$ cat src/rtl/popcnt_shift_accumulator.sv
// Weighted popcount accumulator for the bit-serial MAC path: each beat adds or
// subtracts cnt<<shift, and a frame's signed sum is returned through one output register.
module popcnt_shift_accumulator #(
  parameter int ACC_W   = 24,
  parameter int SHIFT_W = 4
) (
  input  logic               clk,
  input  logic               reset_n,
  input  logic               in_valid,
  output logic               in_ready,
  input  logic [3:0]         in_cnt,
  input  logic [SHIFT_W-1:0] in_shift,
  input  logic               in_neg,
  input  logic               in_first,
  input  logic               in_last,
  output logic               out_valid,
  input  logic               out_ready,
  output logic [ACC_W-1:0]   out_data,
  output logic               out_ovf,
  output logic               err_frame
);

  typedef enum logic {IDLE, ACCUM} state_t;

  state_t           state;
  logic [ACC_W-1:0] acc;
  logic [ACC_W-1:0] term;
  logic [ACC_W-1:0] base;
  logic [ACC_W-1:0] sum_new;
  logic             frame_ovf;
  logic             flag_base;
  logic             add_ovf;
  logic             fresh;
  logic             accept;

  // Valid/ready: a beat moves when in_valid & in_ready, a result when
  // out_valid & out_ready. in_ready never looks at in_valid, and any beat
  // (not only a last one) waits while a result is stalled.
  assign in_ready = !out_valid || out_ready;
  assign accept   = in_valid && in_ready;

  // A beat outside an open frame starts a new one even without in_first.
  assign fresh = in_first || (state == IDLE);
  assign term  = {{(ACC_W-4){1'b0}}, in_cnt} << in_shift;

  always_comb begin
    base      = fresh ? '0 : acc;
    flag_base = fresh ? 1'b0 : frame_ovf;
    sum_new   = in_neg ? (base - term) : (base + term);
    if (in_neg)
      add_ovf = (base[ACC_W-1] != term[ACC_W-1]) && (sum_new[ACC_W-1] != base[ACC_W-1]);
    else
      add_ovf = (base[ACC_W-1] == term[ACC_W-1]) && (sum_new[ACC_W-1] != base[ACC_W-1]);
  end

  always_ff @(posedge clk or negedge reset_n) begin
    if (!reset_n) begin
      state     <= IDLE;
      acc       <= '0;
      frame_ovf <= 1'b0;
      out_valid <= 1'b0;
      out_data  <= '0;
      out_ovf   <= 1'b0;
      err_frame <= 1'b0;
    end else begin
      err_frame <= accept && !in_first && (state == IDLE);
      if (out_valid && out_ready)
        out_valid <= 1'b0;
      if (accept) begin
        if (in_last) begin
          out_data  <= sum_new;
          out_ovf   <= flag_base || add_ovf;
          out_valid <= 1'b1;
          acc       <= '0;
          frame_ovf <= 1'b0;
          state     <= IDLE;
        end else begin
          acc       <= sum_new;
          frame_ovf <= flag_base || add_ovf;
          state     <= ACCUM;
        end
      end
    end
  end

endmodule

$ cat config.mk
export PLATFORM = sky130hd
export DESIGN_NAME = popcnt_shift_accumulator
export DESIGN_NICKNAME = d
export VERILOG_FILES = /design/src/rtl/popcnt_shift_accumulator.sv
export SDC_FILE = /design/constraint.sdc
export NUM_CORES = 1
export LEC_CHECK = 0
export CAP_MARGIN = 20
export CORE_UTILIZATION = 54
export CTS_CLUSTER_DIAMETER = 60
export DETAILED_ROUTE_END_ITERATION = 12
export PLACE_DENSITY_LB_ADDON = 0.12
export SYNTH_ARGS = -nofsm -noshare
export SYNTH_HDL_FRONTEND = slang
export SYNTH_SLANG_ARGS = --single-unit
$ cat constraint.sdc
create_clock -name clk -period 7.5 [get_ports clk]
set_clock_uncertainty 0.05 [all_clocks]
set_input_delay 0.75 -clock clk [delete_from_list [all_inputs] [get_ports clk]]
set_output_delay 0.75 -clock clk [all_outputs]
set_load 0.01 [all_outputs]
==> results of run 1 <==
[final timing paths]
path,slack [ns],depth (start not counted),to
max in group asynchronous,6.45,2,out_data[22]$_DFFE_PN0P_
min reg2reg,0.41,1,err_frame$_DFF_PN0_
max,2.31,14,acc[23]$_DFFE_PN0P_
min,0.41,1,err_frame$_DFF_PN0_
min in group asynchronous,0.48,2,out_data[9]$_DFFE_PN0P_
max reg2reg,3.76,11,out_data[16]$_DFFE_PN0P_
[power by group through the flow]
stage / clock (uW) / combinational (uW) / sequential (uW)
2_1_floorplan: 0 / 275 / 415
3_3_place_gp: 0 / 461 / 396
3_5_place_dp: 0 / 467 / 400
4_1_cts: 216 / 472 / 394
5_1_grt: 222 / 519 / 403
6_report: 213 / 473 / 394
[logic make-up (layout without fill, tap and decap cells)]
logic type,count (synthesis),after routing
AOI/OAI and AO/OA,158,158
buffers and inverters,39,65
adders and majority gates,25,25
and+or+nand+nor,200,200
DFF,53,53
xor gates and xnor gates,29,29
muxes,16,16
[final cells by class]
class / instances / share of cell area
Clock buffer: 5 / 0.0142
Inverter: 12 / 0.00931
Tap cell: 102 / 0.0264
Sequential cell: 53 / 0.274
Multi-Input combinational cell: 428 / 0.576
Timing Repair Buffer: 45 / 0.0905
Clock inverter: 3 / 0.00983
[state kept, by name, summed over array words and instances (netlist names)]
name and count:
state 1, out_valid 1, out_ovf 1, out_data 24, frame_ovf 1, err_frame 1
acc 24
[Yosys cell counts, types with 12 or more instances]
cell type	n
nor2_1	43
ha_1	24
clkbuf_1	19
xor2_1	14
o21ai_0	38
a21oi_1	30
nand2_1	72
dfrtp_1	53
nand3_1	14
and2_1	22
a31oi_1	12
xnor2_1	15
inv_1	12
a21o_1	12
nand2b_1	12
[through the flow]
stage	setup slack [ns]	cell area, sq um
3_3_place_gp	2.10	4720
5_1_grt	2.05	4840
4_1_cts	2.37	4840
2_1_floorplan	3.28	4270
6_report	2.31	4840
3_5_place_dp	2.04	4720
[per-layer routing]
metal / part of all wire / track usage / wire length, um / vias up
met5: 0 / 0 / 0 / -
met1: 0.48 / 0.395 / 5380 / 1836
met3: 0.055 / 0.0452 / 615 / 22
met4: 0.024 / 0.0952 / 265 / 0
met2: 0.44 / 0.449 / 4850 / 118
li1: - / - / - / 1920
==> summary.txt, run 1 <==
Run status
  • Status: finished with violations
  • Failing checks: DRC

Timing
  • Worst slew margin: 0.353
  • Max Clk Rate: 193 MHz
  • Slew Viols, Final: 0
  • Worst Tran Pin Value: 0.968 ns
  • Fin Setup TNS: 0 ns
  • Final setup fails: 0
  • Clock period minus worst slack: 5.19 ns
  • Final Hold Vio Count: 0
  • Fin crit share: 0.692
  • Hold Slack: 0.415 ns
  • RSZ-0062 raised after global routing: no

Yosys
  • Cell variety after synth: 65
  • #FFs+latches synth: 53
  • Cell area after synthesis: 4270 sq um
  • Post-synth EDFFs: 0
  • Total number of yosys warnings: 0
  • Synth Area in Compound Gates: 0.245
  • Adder-cell area share of the yosys netlist: 0.0750
  • Synth Area per Inst: 8.21 sq um
  • Mapped Nets: 560
  • Synth top area cells: dfrtp_1, ha_1, nand2_1
  • Multiplexer share of the synthesized area: 0.0407
  • Largest family of logic cells by synthesized area: compound AO/OA/AOI/OAI gates
  • Dominant cell type by area after synthesis: dfrtp_1
  • Top cell type's share of synthesized area: 0.310
  • Simple-gate area share of the yosys netlist: 0.231
  • Post-Synth XOR/XNOR Area: 0.0595
  • Sequential area share after synthesis: 0.310
  • Ys async rst share: 1.00
  • Post-synthesis instance total: 520
  • Ys flop type: dfrtp_1

Die
  • Initial Util: 0.556
  • I/O pin cnt: 43
  • Die Wd: 90.9 um
  • Core ar.: 7690 sq um
  • Die footprint: 8270 sq um
  • Die span in y: 90.9 um
  • Standard-cell row count: 32

Clock tree
  • CTS resizes: 0
  • Worst-Skew Late Latency: 0.32 ns
  • CTS root buf: clkbuf_8
  • Num Clock Sinks: 53
  • CTS tree: done
  • Clock Tree Buf Depth: 2
  • H-tree levels: 2
  • Setup bufs post-CTS: 0
  • Num CTS Buffers: 5
  • CTS Hold Bufs: 0
  • Clk pin slew, worst setup/hold paths: 0.11 ns

Flow run
  • Max Cap Viol: 0

Placed design
  • Placer Congestion: 0.944
  • Number of port buffers: 42
  • Placed insts: 640
  • DP HPWL: 8230 um

Power and ir drop
  • Overall Power: 1080 uW
  • Clock Power Share: 0.197
  • Pint: 676 uW
  • NetSw: 404 uW
  • Maximum vdd drop: 0.144 mV
  • Leak: 0.00212 uW
  • Sw frac: 0.374
  • Reg power frac: 0.365
  • Power per cell area: 223 nW/um^2
  • Comb power frac: 0.438

Routing
  • Via density per instance: 6.01
  • Residual DRC: 1
  • Total number of vias: 3,896
  • Final WL: 11,100 um
  • Antenna-violating nets left: 0
  • Pre-antenna DRT Iters: 9
  • WL/cell: 17.1 um
  • Detailed Route Iter0 Violations: 227

Critical path
  • Slowest CP cell: clkdlybuf4s50_1
  • Crit Path Max Fanout: 12
  • Arr. time, crit path: 5.35 ns
  • Largest delay contributor family on the critical path: compound AO/OA/AOI/OAI gates
  • CP required: 7.66 ns
  • Largest stage delay on the critical path: 0.76 ns
  • Crit path kind: in2reg
  • Reg2reg start: state$_DFFE_PN0P_
  • CP Launch Type: input port
  • Crit path launch: in_shift[0]
  • Buf/Inv on CP: 1
  • Setup crit end kind: register
  • Cells along the critical path: clkdlybuf4s50_1 -> mux2_2 -> o21ai_0 -> xnor2_1 -> a21oi_1 -> or2_2 -> ha_1 -> nand3_1 -> nor4_2 -> o2111ai_1 -> and2_1 -> a211oi_2 -> xnor2_1 -> a221o_1
  • Most used cell, CP: xnor2_1

Cells and area
  • Area occupied by multi-input gates: 2790 sq um
  • Register Area: 1330 sq um
  • Share of layout cells above drive strength 1: 0.0696
  • Most frequent cells in the layout: nand2_1, dfrtp_1, nor2_1
  • Non-Filler Instances: 648
  • P&R area growth vs syn: 13.3%
  • Final layout net count: 585
  • Number of fill cells in the layout: 714
  • Number of diodes: 0
  • Commonest non-fill, non-tap cell in the layout: nand2_1
  • Fin util: 0.629

Global routing
  • Largest net degree at the start of global routing: 54
  • Vias in the first global route: 3,787
  • Gr ovfl total: 0
  • Gr usage total: 0.284
  • Wire length of the first global-routing pass: 18,700 um
  • Initial antenna violation count: 0

Min path
  • Hold Path Class: reg2reg
  • Min-delay src: state$_DFFE_PN0P_
(Power assumes the default switching activity.)
==> inputs of run 2 (changes only) <==
--- a/config.mk
+++ b/config.mk
@@ -6,7 +6,7 @@
 export NUM_CORES = 1
 export LEC_CHECK = 0
 export CAP_MARGIN = 20
-export CORE_UTILIZATION = 54
+export CORE_UTILIZATION = 53
 export CTS_CLUSTER_DIAMETER = 60
 export DETAILED_ROUTE_END_ITERATION = 12
 export PLACE_DENSITY_LB_ADDON = 0.12
==> constraint.sdc (replaced) <==
create_clock -name clk -period 4.3 [get_ports clk]
set_clock_uncertainty 0.05 [all_clocks]
set_input_delay 0.43 -clock clk [delete_from_list [all_inputs] [get_ports clk]]
set_output_delay 0.43 -clock clk [all_outputs]
set_load 0.01 [all_outputs]
==> run 2 against run 1 <==
  * The run now ends clean
  * Global-route usage grew 1.4 points
  * Combinational power grew 100%
  * Cell area increased by 14%
  * Critical path depth increased by 3
  * Sequential cell count unchanged
  * Cell count is 12% higher
  * Largest power group unchanged
==> summary.txt, run 2 (synthesis results as in run 1) <==
Global routing
  • M1 GR Usage: 0.405 (+0.00977)
  • Largest net degree at the start of global routing: 33 (-39%)
  • GRT busiest layer: met2
  • Vias in the first global route: 4,094 (+8.1%)
  • Gr ovfl total: 0 (unchanged)
  • Grt met3 use: 0.0357 (-0.00957)
  • Initial antenna violation count: 0 (unchanged)
  • Gr usage total: 0.297 (+0.0137)
  • Global Route met2 Usage: 0.494 (+0.0449)
  • Wire length of the first global-routing pass: 20,000 um (+6.7%)

Placed design
  • Number of port buffers: 42 (unchanged)
  • Placer Congestion: 0.943 (-0.14%)
  • DP HPWL: 9290 um (+13%)
  • DP Area: 5330 sq um (+13%)

Critical path
  • Largest stage delay on the critical path: 0.45 ns (-0.31 ns)
  • Cells along the critical path: clkdlybuf4s50_1 -> buf_12 -> xor2_1 -> a22oi_1 -> nand3b_1 -> a311oi_2 -> nor2_1 -> xnor2_1 -> ha_1 -> buf_4 -> nand2_1 -> o21ai_1 -> o41ai_2 -> o311ai_2 -> a211oi_4 -> xnor2_1 -> a221o_1
  • CP Launch Type: input port
  • Crit. path cell count: 17 (+3)
  • R2R cell count: 12 (+1)
  • Buf/Inv on CP: 3 (+2)
  • CP required: 4.45 ns (-3.21 ns)
  • Reg-to-Reg End: out_data[16]$_DFFE_PN0P_
  • Most used cell, CP: xnor2_1
  • Crit path kind: in2reg
  • Register-to-register setup slack: 1.00 ns (-2.76 ns)
  • Reg2reg start: state$_DFFE_PN0P_
  • Capture point of the critical path: acc[23]$_DFFE_PN0P_
  • Setup crit end kind: register
  • Crit path launch: in_shift[1]
  • Largest delay contributor family on the critical path: compound AO/OA/AOI/OAI gates
  • Arr. time, crit path: 4.24 ns (-1.11 ns)
  • Slowest CP cell: clkdlybuf4s50_1
  • Crit Path Max Fanout: 22 (+10)

Clock tree
  • Worst-Skew Late Latency: 0.31 ns (about the same)
  • CTS root buf: clkbuf_8
  • CTS Hold Bufs: 0 (unchanged)
  • Clock Tree Buf Depth: 2 (unchanged)
  • Num CTS Buffers: 5 (unchanged)
  • CTS tree: done
  • Num Clock Sinks: 53 (unchanged)
  • H-tree levels: 2 (unchanged)
  • Clk pin slew, worst setup/hold paths: 0.10 ns (about the same)

Die
  • I/O pin cnt: 43 (unchanged)
  • Core ar.: 7770 sq um (+1.0%)
  • Die Wd: 91.8 um (+0.92%)
  • Die footprint: 8420 sq um (+1.8%)
  • Initial Util: 0.550 (-0.00573)
  • Standard-cell row count: 32 (unchanged)
  • Die span in y: 91.8 um (+0.92%)

Min path
  • Hold Path Class: in2async

Cells and area
  • Commonest non-fill, non-tap cell in the layout: buf_4
  • Fin util: 0.711 (+0.0815)
  • Final layout net count: 666 (+14%)
  • Share of layout cells above drive strength 1: 0.203 (+0.133)
  • Most frequent cells in the layout: buf_4, nand2_1, dfrtp_1
  • Biggest regs: acc: 24 flops, out_data: 24 flops
  • Area occupied by multi-input gates: 2850 sq um (+2.3%)
  • Register Area: 1330 sq um (unchanged)
  • Number of fill cells in the layout: 645 (-9.7%)
  • Number of diodes: 0 (unchanged)
  • Final Cell Area: 5520 sq um (+14%)
  • P&R area growth vs syn: 29.3%

Timing
  • Clock period minus worst slack: 4.09 ns
  • Worst Tran Pin Value: 0.790 ns (-0.178 ns)
  • Fin crit share: 0.951
  • Worst slew margin: 0.471 (+0.119)
  • Final Hold Vio Count: 0 (unchanged)
  • Final setup fails: 0 (unchanged)
  • Fin Setup TNS: 0 ns (unchanged)
  • Max Clk Rate: 245 MHz
  • Slew Viols, Final: 0 (unchanged)

Routing
  • Final WL: 11,900 um (+7.2%)
  • Residual DRC: 0 (-1)
  • Via density per instance: 5.76 (-4.2%)
  • Antenna-violating nets left: 0 (unchanged)
  • Detailed Route Iter0 Violations: 188 (-17%)
  • Total number of vias: 4,195 (+7.7%)
  • WL/cell: 16.4 um (-4.6%)
  • Pre-antenna DRT Iters: 4 (-5)

Power and ir drop
  • Power per cell area: 362 nW/um^2 (+62%)
  • Leak: 0.00253 uW (+20%)
  • Maximum vdd drop: 0.228 mV (+59%)

Run status
  • Status: completed

Flow run
  • Max Cap Viol: 0 (unchanged)
[run 2: cell count changes in the layout (fill, tap and decap cells not counted), sizes merged]
cell           change
inv                -1
dlymetal6s2s       +3
clkdlybuf4s50      -3
buf               +81
[run 2: through the flow]
stage               setup slack, ns  cells  hold slack (ns)  power, uW
finish                        0.211    728           0.0108       2000
global route               -0.00694    728           0.0342       2130
CTS                         0.00940    726           0.0144       1990
floorplan                     0.398    520           0.0844       1200
detailed placement           -0.465    719            0.360       1640
global placement             -0.372    719            0.352       1620
[run 2: final cells by class]
cell class | instances | share of cell area
Clock inverter | 2 | 0.00702
Timing Repair Buffer | 126 | 0.193
Sequential cell | 53 | 0.240
Multi-Input combinational cell | 428 | 0.516
Clock buffer | 5 | 0.0125
Tap cell | 102 | 0.0231
Inverter | 12 | 0.00816
[run 2: worst min path at each step]
stage / startpoint / end / slack, ns / cells past startpoint
6_report: reset_n / out_data[11]$_DFFE_PN0P_ / 0.01 / 1
5_1_grt: reset_n / out_data[4]$_DFFE_PN0P_ / 0.03 / 1
4_1_cts: reset_n / out_data[11]$_DFFE_PN0P_ / 0.01 / 1
3_5_place_dp: reset_n / out_data[8]$_DFFE_PN0P_ / 0.36 / 1
3_3_place_gp: reset_n / out_data[6]$_DFFE_PN0P_ / 0.35 / 1
2_1_floorplan: reset_n / acc[0]$_DFFE_PN0P_ / 0.08 / 0
[run 2: routing by layer]
layer | routed length, um | vias up
li1 | - | 2080
met1 | 5460 | 1982
met2 | 5670 | 114
met3 | 516 | 19
met4 | 259 | 0
met5 | 0 | -
[run 2: power by group]
group	internal, uW	total [uW]	leakage (uW)	switching [uW]
Sequential	622	689	0.000668	66.4
Clock	173	349	0.0000546	176
Combinational	489	962	0.00181	473
[run 2: worst reg2reg max path, stage by stage (launching register included)]
cell and delay [ns]:
dfrtp_1 0.38, nor2b_1 0.13, buf_4 0.28, nand2_1 0.10
ha_1 0.21, fa_1 0.38, nand2b_1 0.18, a21o_1 0.19
a2111o_1 0.44, a21oi_1 0.27, a31oi_1 0.14, xnor2_1 0.17
mux2_2 0.27
[run 2: timing repair]
item	in CTS	in global routing
buffers inserted	0	2
endpoints found under the setup margin	15	18
pin swaps	0	6
resized for setup	1	14
==> inputs of run 3 (changes only) <==
--- a/config.mk
+++ b/config.mk
@@ -6,6 +6,7 @@
 export NUM_CORES = 1
 export LEC_CHECK = 0
 export CAP_MARGIN = 20
+export CORE_MARGIN = 1
 export CORE_UTILIZATION = 53
 export CTS_CLUSTER_DIAMETER = 60
 export DETAILED_ROUTE_END_ITERATION = 12
==> results of run 3 <==
Final layout, timing and power as in run 2 (identical DEF).
